==> src/rtl/types.sv <==
// Shared datapath types: bus width and the ALU operation encoding used on the a/b/sel -> s interface.
package types;

   typedef logic [31:0] bus_type;

   typedef enum logic [3:0] {
      ALU_ADD,
      ALU_SUB,
      ALU_AND,
      ALU_OR,
      ALU_NOR,
      ALU_SLT,
      ALU_SLTU
   } alu_oper_type;

endpackage

==> src/rtl/alu_issue_stage.sv <==
// Execute-stage front end: decodes instructions, feeds the ALU from an issue register and
// registers the ALU result with write-back and branch-resolution control.
module alu_issue_stage
   import types::*;
#(
   parameter int unsigned DATA_W = 32
) (
   input  logic                clk,
   input  logic                rst,
   input  logic                flush,
   input  logic                in_valid,
   output logic                in_ready,
   input  logic [5:0]          in_opcode,
   input  logic [5:0]          in_funct,
   input  logic [DATA_W-1:0]   in_rs_val,
   input  logic [DATA_W-1:0]   in_rt_val,
   input  logic [15:0]         in_imm,
   input  logic [4:0]          in_rt,
   input  logic [4:0]          in_rd,
   input  logic [DATA_W-1:0]   in_pc,
   output logic [DATA_W-1:0]   alu_a,
   output logic [DATA_W-1:0]   alu_b,
   output alu_oper_type        alu_sel,
   input  logic [DATA_W-1:0]   alu_s,
   output logic                out_valid,
   input  logic                out_ready,
   output logic [DATA_W-1:0]   out_result,
   output logic [4:0]          out_dest,
   output logic                out_we,
   output logic                out_br_taken,
   output logic [DATA_W-1:0]   out_br_target,
   output logic                out_illegal
);

   typedef enum logic [1:0] {BrNone, BrEq, BrNe} br_kind_e;

   // Decode
   alu_oper_type        w_dec_sel;
   logic [DATA_W-1:0]   w_dec_b;
   logic [4:0]          w_dec_dest;
   br_kind_e            w_dec_br;
   logic                w_dec_illegal;
   logic                w_dec_we;
   logic [DATA_W-1:0]   w_sext;
   logic [DATA_W-1:0]   w_zext;
   logic [DATA_W-1:0]   w_target;

   assign w_sext   = {{(DATA_W-16){in_imm[15]}}, in_imm};
   assign w_zext   = {{(DATA_W-16){1'b0}}, in_imm};
   assign w_target = in_pc + DATA_W'(4) + (w_sext << 2);

   always_comb begin
      w_dec_sel     = ALU_ADD;
      w_dec_b       = in_rt_val;
      w_dec_dest    = in_rd;
      w_dec_br      = BrNone;
      w_dec_illegal = 1'b0;
      unique case (in_opcode)
         6'h00: begin
            unique case (in_funct)
               6'h20, 6'h21: w_dec_sel = ALU_ADD;
               6'h22, 6'h23: w_dec_sel = ALU_SUB;
               6'h24:        w_dec_sel = ALU_AND;
               6'h25:        w_dec_sel = ALU_OR;
               6'h27:        w_dec_sel = ALU_NOR;
               6'h2A:        w_dec_sel = ALU_SLT;
               6'h2B:        w_dec_sel = ALU_SLTU;
               default:      w_dec_illegal = 1'b1;
            endcase
         end
         6'h08, 6'h09: begin
            w_dec_sel  = ALU_ADD;
            w_dec_b    = w_sext;
            w_dec_dest = in_rt;
         end
         6'h0A: begin
            w_dec_sel  = ALU_SLT;
            w_dec_b    = w_sext;
            w_dec_dest = in_rt;
         end
         6'h0B: begin
            w_dec_sel  = ALU_SLTU;
            w_dec_b    = w_sext;
            w_dec_dest = in_rt;
         end
         6'h0C: begin
            w_dec_sel  = ALU_AND;
            w_dec_b    = w_zext;
            w_dec_dest = in_rt;
         end
         6'h0D: begin
            w_dec_sel  = ALU_OR;
            w_dec_b    = w_zext;
            w_dec_dest = in_rt;
         end
         6'h04: begin
            w_dec_sel  = ALU_SUB;
            w_dec_br   = BrEq;
            w_dec_dest = 5'd0;
         end
         6'h05: begin
            w_dec_sel  = ALU_SUB;
            w_dec_br   = BrNe;
            w_dec_dest = 5'd0;
         end
         default: w_dec_illegal = 1'b1;
      endcase
   end

   assign w_dec_we = !w_dec_illegal && (w_dec_br == BrNone) && (w_dec_dest != 5'd0);

   // Stage 1: issue register
   logic                r_s1_valid;
   alu_oper_type        r_s1_sel;
   logic [DATA_W-1:0]   r_s1_a;
   logic [DATA_W-1:0]   r_s1_b;
   logic [4:0]          r_s1_dest;
   logic                r_s1_we;
   br_kind_e            r_s1_br;
   logic [DATA_W-1:0]   r_s1_target;
   logic                r_s1_illegal;

   // Stage 2: result register
   logic                r_s2_valid;
   logic [DATA_W-1:0]   r_s2_result;
   logic [4:0]          r_s2_dest;
   logic                r_s2_we;
   logic                r_s2_taken;
   logic [DATA_W-1:0]   r_s2_target;
   logic                r_s2_illegal;

   logic                w_s1_adv;
   logic                w_s1_load;
   logic                w_zero;
   logic                w_taken;

   assign w_s1_adv  = r_s1_valid && (!r_s2_valid || out_ready);
   assign in_ready  = !flush && (!r_s1_valid || w_s1_adv);
   assign w_s1_load = in_valid && in_ready;
   assign w_zero    = (alu_s == '0);
   assign w_taken   = ((r_s1_br == BrEq) && w_zero) || ((r_s1_br == BrNe) && !w_zero);

   always_ff @(posedge clk or posedge rst) begin
      if (rst) begin
         r_s1_valid   <= 1'b0;
         r_s1_sel     <= ALU_ADD;
         r_s1_a       <= '0;
         r_s1_b       <= '0;
         r_s1_dest    <= '0;
         r_s1_we      <= 1'b0;
         r_s1_br      <= BrNone;
         r_s1_target  <= '0;
         r_s1_illegal <= 1'b0;
      end else begin
         if (flush) begin
            r_s1_valid <= 1'b0;
         end else if (w_s1_load) begin
            r_s1_valid <= 1'b1;
         end else if (w_s1_adv) begin
            r_s1_valid <= 1'b0;
         end
         if (w_s1_load) begin
            r_s1_sel     <= w_dec_sel;
            r_s1_a       <= in_rs_val;
            r_s1_b       <= w_dec_b;
            r_s1_dest    <= w_dec_dest;
            r_s1_we      <= w_dec_we;
            r_s1_br      <= w_dec_br;
            r_s1_target  <= w_target;
            r_s1_illegal <= w_dec_illegal;
         end
      end
   end

   // Data is only captured on a real advance so held outputs never glitch under flush.
   always_ff @(posedge clk or posedge rst) begin
      if (rst) begin
         r_s2_valid   <= 1'b0;
         r_s2_result  <= '0;
         r_s2_dest    <= '0;
         r_s2_we      <= 1'b0;
         r_s2_taken   <= 1'b0;
         r_s2_target  <= '0;
         r_s2_illegal <= 1'b0;
      end else begin
         if (flush) begin
            r_s2_valid <= 1'b0;
         end else if (w_s1_adv) begin
            r_s2_valid <= 1'b1;
         end else if (out_ready) begin
            r_s2_valid <= 1'b0;
         end
         if (w_s1_adv && !flush) begin
            r_s2_result  <= alu_s;
            r_s2_dest    <= r_s1_dest;
            r_s2_we      <= r_s1_we;
            r_s2_taken   <= w_taken;
            r_s2_target  <= r_s1_target;
            r_s2_illegal <= r_s1_illegal;
         end
      end
   end

   assign alu_a   = r_s1_valid ? r_s1_a : '0;
   assign alu_b   = r_s1_valid ? r_s1_b : '0;
   assign alu_sel = r_s1_valid ? r_s1_sel : ALU_ADD;

   assign out_valid     = r_s2_valid;
   assign out_result    = r_s2_result;
   assign out_dest      = r_s2_dest;
   assign out_we        = r_s2_we;
   assign out_br_taken  = r_s2_taken;
   assign out_br_target = r_s2_target;
   assign out_illegal   = r_s2_illegal;

endmodule
==> config.mk <==
export PLATFORM = sky130hd
export DESIGN_NAME = alu_issue_stage
export DESIGN_NICKNAME = d
export VERILOG_FILES = /design/src/rtl/types.sv /design/src/rtl/alu_issue_stage.sv
export SDC_FILE = /design/constraint.sdc
export NUM_CORES = 1
export LEC_CHECK = 0
export ABC_CLOCK_PERIOD_IN_PS = 5900
export CORE_MARGIN = 4
export CORE_UTILIZATION = 40
export CTS_CLUSTER_DIAMETER = 80
export DETAILED_ROUTE_END_ITERATION = 12
export PLACE_DENSITY = 0.84
export SLEW_MARGIN = 40
export SYNTH_ARGS = -nofsm -noshare
export SYNTH_HDL_FRONTEND = slang
export SYNTH_SLANG_ARGS = --single-unit
==> constraint.sdc <==
create_clock -name clk -period 5.9 [get_ports clk]
set_input_delay 0.59 -clock clk [delete_from_list [all_inputs] [get_ports clk]]
set_output_delay 0.59 -clock clk [all_outputs]
set_load 0.05 [all_outputs]
==> results_dict.tcl <==
set metrics [dict create \
    status "completed" \
    max_cap_violations 0 \
    core_mm2 0.0238 \
    crit_chain "clkdlybuf4s50_1 > ha_1 > ha_1 > and3_1 > a221oi_2 > o21ai_2 > or3b_1 > o21ai_1 > xor2_1 > o21ai_0" \
    critical_path_arrival_ns 3.94 \
    power_density_mw_per_mm2 334 \
    ctsResizeCount 0 \
    vdd_drop_max_uv 177 \
    synth_ff_type "dfrtp_1" \
    grt_usage_pct 20.4 \
    ys_seq_area_share_pct 46.7 \
    die_h_um 164 \
    syn2layout_area_growth_pct 41.2 \
    synthDistinctLibCells 61 \
    cts_tree "built" \
    ys_seq_elements 182 \
    hold_viol 0 \
    max-slew-margin-rel_pct 45.6 \
    crit_path_start_kind "input port" \
    leakage_nw 6.03 \
    num_rows 56 \
    synth_common_cells "nand2_1, dfrtp_1, mux2_2" \
    dieWidth_um 164 \
    clk_latency_ns 0.44 \
    grt_max_degree 144 \
    hold_class "flop to flop" \
    via_per_inst 5.15 \
    routed_wl_um 28800 \
    yosysTopAreaCellShare_pct 46.7 \
    fin_crit_ns 3.65 \
    cts_buffer_depth 2 \
    numCtsBuffers 17 \
    grt_pass1_vias 8163 \
    wl_per_cell_um 17.7 \
    syn-cell-area_mm2 0.00976 \
    slowest_delay_ns 1.00 \
    setup_tns_ns 0 \
    cp_slowest_cell "clkdlybuf4s50_1" \
    end_kind "flop" \
    cts_setup_buffers 0 \
    worst_path_most_repeated_cell "ha_1" \
    rsz0062_at_grt "no" \
    globalplace.congestion 0.863 \
    clock_skew_ns 0.0201 \
    synth-async-reset-ratio_pct 100 \
    final_cell_area_mm2 0.0138 \
    worstMarginPinSlew_ns 0.814 \
    drive_gt1_share_pct 9.87 \
    fin_crit_sh_pct 61.8 \
    cts.reportedPaths.clkPinSlew_ns 0.08 \
    dp_hpwl_um 21800 \
    num_vias 8375 \
    initial_utilization_pct 41.1 \
    grt_pass1_wl_um 43600 \
    avgSynthCellArea_um2 9.66 \
    yosys_warnings 0 \
    antenna_left 0 \
    setup_viol 0 \
    grt-ovfl-total 0 \
    dr.pass1.iters 4 \
    worst-setup-path-type "input port to flop" \
    die-area_mm2 0.0270 \
    synthTopCellsByArea "dfrtp_1, nand2_1, mux2_2, ha_1, and2_1" \
    synthCells 1010 \
    crit_fanout 17 \
    final_nets 1523 \
    antenna_found_initial 1 \
    route.detailed.drc 0 \
    synth_top_cell_by_area "dfrtp_1" \
    ctsHoldBuffers 0 \
    worst_ep_required_time_ns 6.20 \
    fmax_ghz 0.274 \
    htreeDepth 4 \
    io_buffers 311 \
    yosysMostFrequentCell "nand2_1" \
    io_pins 313 \
    slew_violations 0 \
    syn_nets 1239 \
    clkSinkCount 182 \
    drtIter0Drc 566 \
    root_buffer "clkbuf_16" \
    synth_edf_count 0 \
    dpl_cell_area_mm2 0.0131 \
]
metrics by stage:
| step | worst slack, ns | power (mW) | hold slack [ns] | instances | utilization (%) |
|---|---|---|---|---|---|
| final | 2.25 | 4.61 | 0.470 | 1627 | 58.0 |
| after global routing | 2.07 | 4.83 | 0.485 | 1627 | 58.0 |
| after CTS | 2.30 | 4.65 | 0.474 | 1626 | 58.0 |
| after detailed placement | 1.84 | 3.46 | 0.454 | 1594 | 55.3 |
| after global placement | 1.85 | 3.42 | 0.448 | 1592 | 55.1 |
| after floorplan | 0.366 | 2.78 | 0.433 | 1010 | - |
final cells by class:
| type | instances | area (um2) |
|---|---|---|
| tap | 319 | 399 |
| fill | 2038 | 9980 |
| sequential | 182 | 4560 |
| multi-input combinational | 759 | 4920 |
| inverter | 15 | 68.8 |
| clock inverter | 15 | 199 |
| antenna | 1 | 2.50 |
| clock buffer | 17 | 425 |
| timing repair buffer | 319 | 3200 |
kinds of logic after synthesis:
family	count (synthesis)	synth area share, %
buffers and inverters	69	3.03
xor gates and xnor gates	21	1.89
muxes	73	8.41
DFF	182	46.7
adders and majority gates	58	7.52
other	1	0.0384
and+or+nand+nor	421	19.9
AOI/OAI and AO/OA	185	12.6
where the power goes:
group / switching [mW] / leakage, nW / internal, mW
Clock: 0.595 / 0.301 / 0.585
Combinational: 1.09 / 3.54 / 0.674
Sequential: 0.154 / 2.19 / 1.51
Total: 1.84 / 6.03 / 2.77
worst max-delay path, delay by kind of cell:
kind | cells | cell delay [ns]
fa+ha+maj | 2 | 0.76
compound gates | 4 | 0.82
simple gates | 2 | 0.62
buf+inv | 1 | 1.00
xor+xnor | 1 | 0.15
layout by cell type (no fill, tap or decap), drive strengths merged, types with 17 or more instances in the layout:
master and n:
clkdlybuf4s50 311, nand2 217, dfrtp 182, mux2 72, and2 71, nor2 63
ha 57, o21ai 48, a21oi 46, a31oi 22, inv 22, clkbuf 17
layer usage:
metal / vias to the layer above / share of wire (%) / wire length (um) / track usage, %
li1: 4089 / - / - / -
met1: 3978 / 45 / 13000 / 28.0
met2: 276 / 46 / 13400 / 33.0
met3: 32 / 6.4 / 1850 / 4.42
met4: 0 / 1.9 / 558 / 5.38
met5: - / 0 / 0 / 0
flip-flops by register name (all words and copies together), names as in the netlist:
name           count
r_s1_dest          5
r_s1_illegal       1
out_br_taken       1
out_result        32
r_s1_br            2
out_dest           5
out_illegal        1
out_br_target     32
out_valid          1
r_s1_we            1
r_s1_valid         1
out_we             1
r_s1_target       32
r_s1_sel           3
r_s1_b            32
r_s1_a            32
final timing paths:
| path | from | endpoint | slack, ns | cells after the start |
|---|---|---|---|---|
| worst max-delay path | in_imm[15] | r_s1_target[25] | 2.25 | 10 |
| worst min-delay path | r_s1_a[31] | r_s1_a[31] | 0.47 | 2 |
| worst max register to register | r_s1_valid | r_s1_b[18] | 2.91 | 6 |
| worst min register to register | r_s1_a[31] | r_s1_a[31] | 0.47 | 2 |
| max in group asynchronous | rst | r_s1_b[15] | 4.08 | 3 |
| min in group asynchronous | rst | r_s1_a[6] | 0.73 | 2 |
No activity file was read; power rests on OpenSTA's default activity.
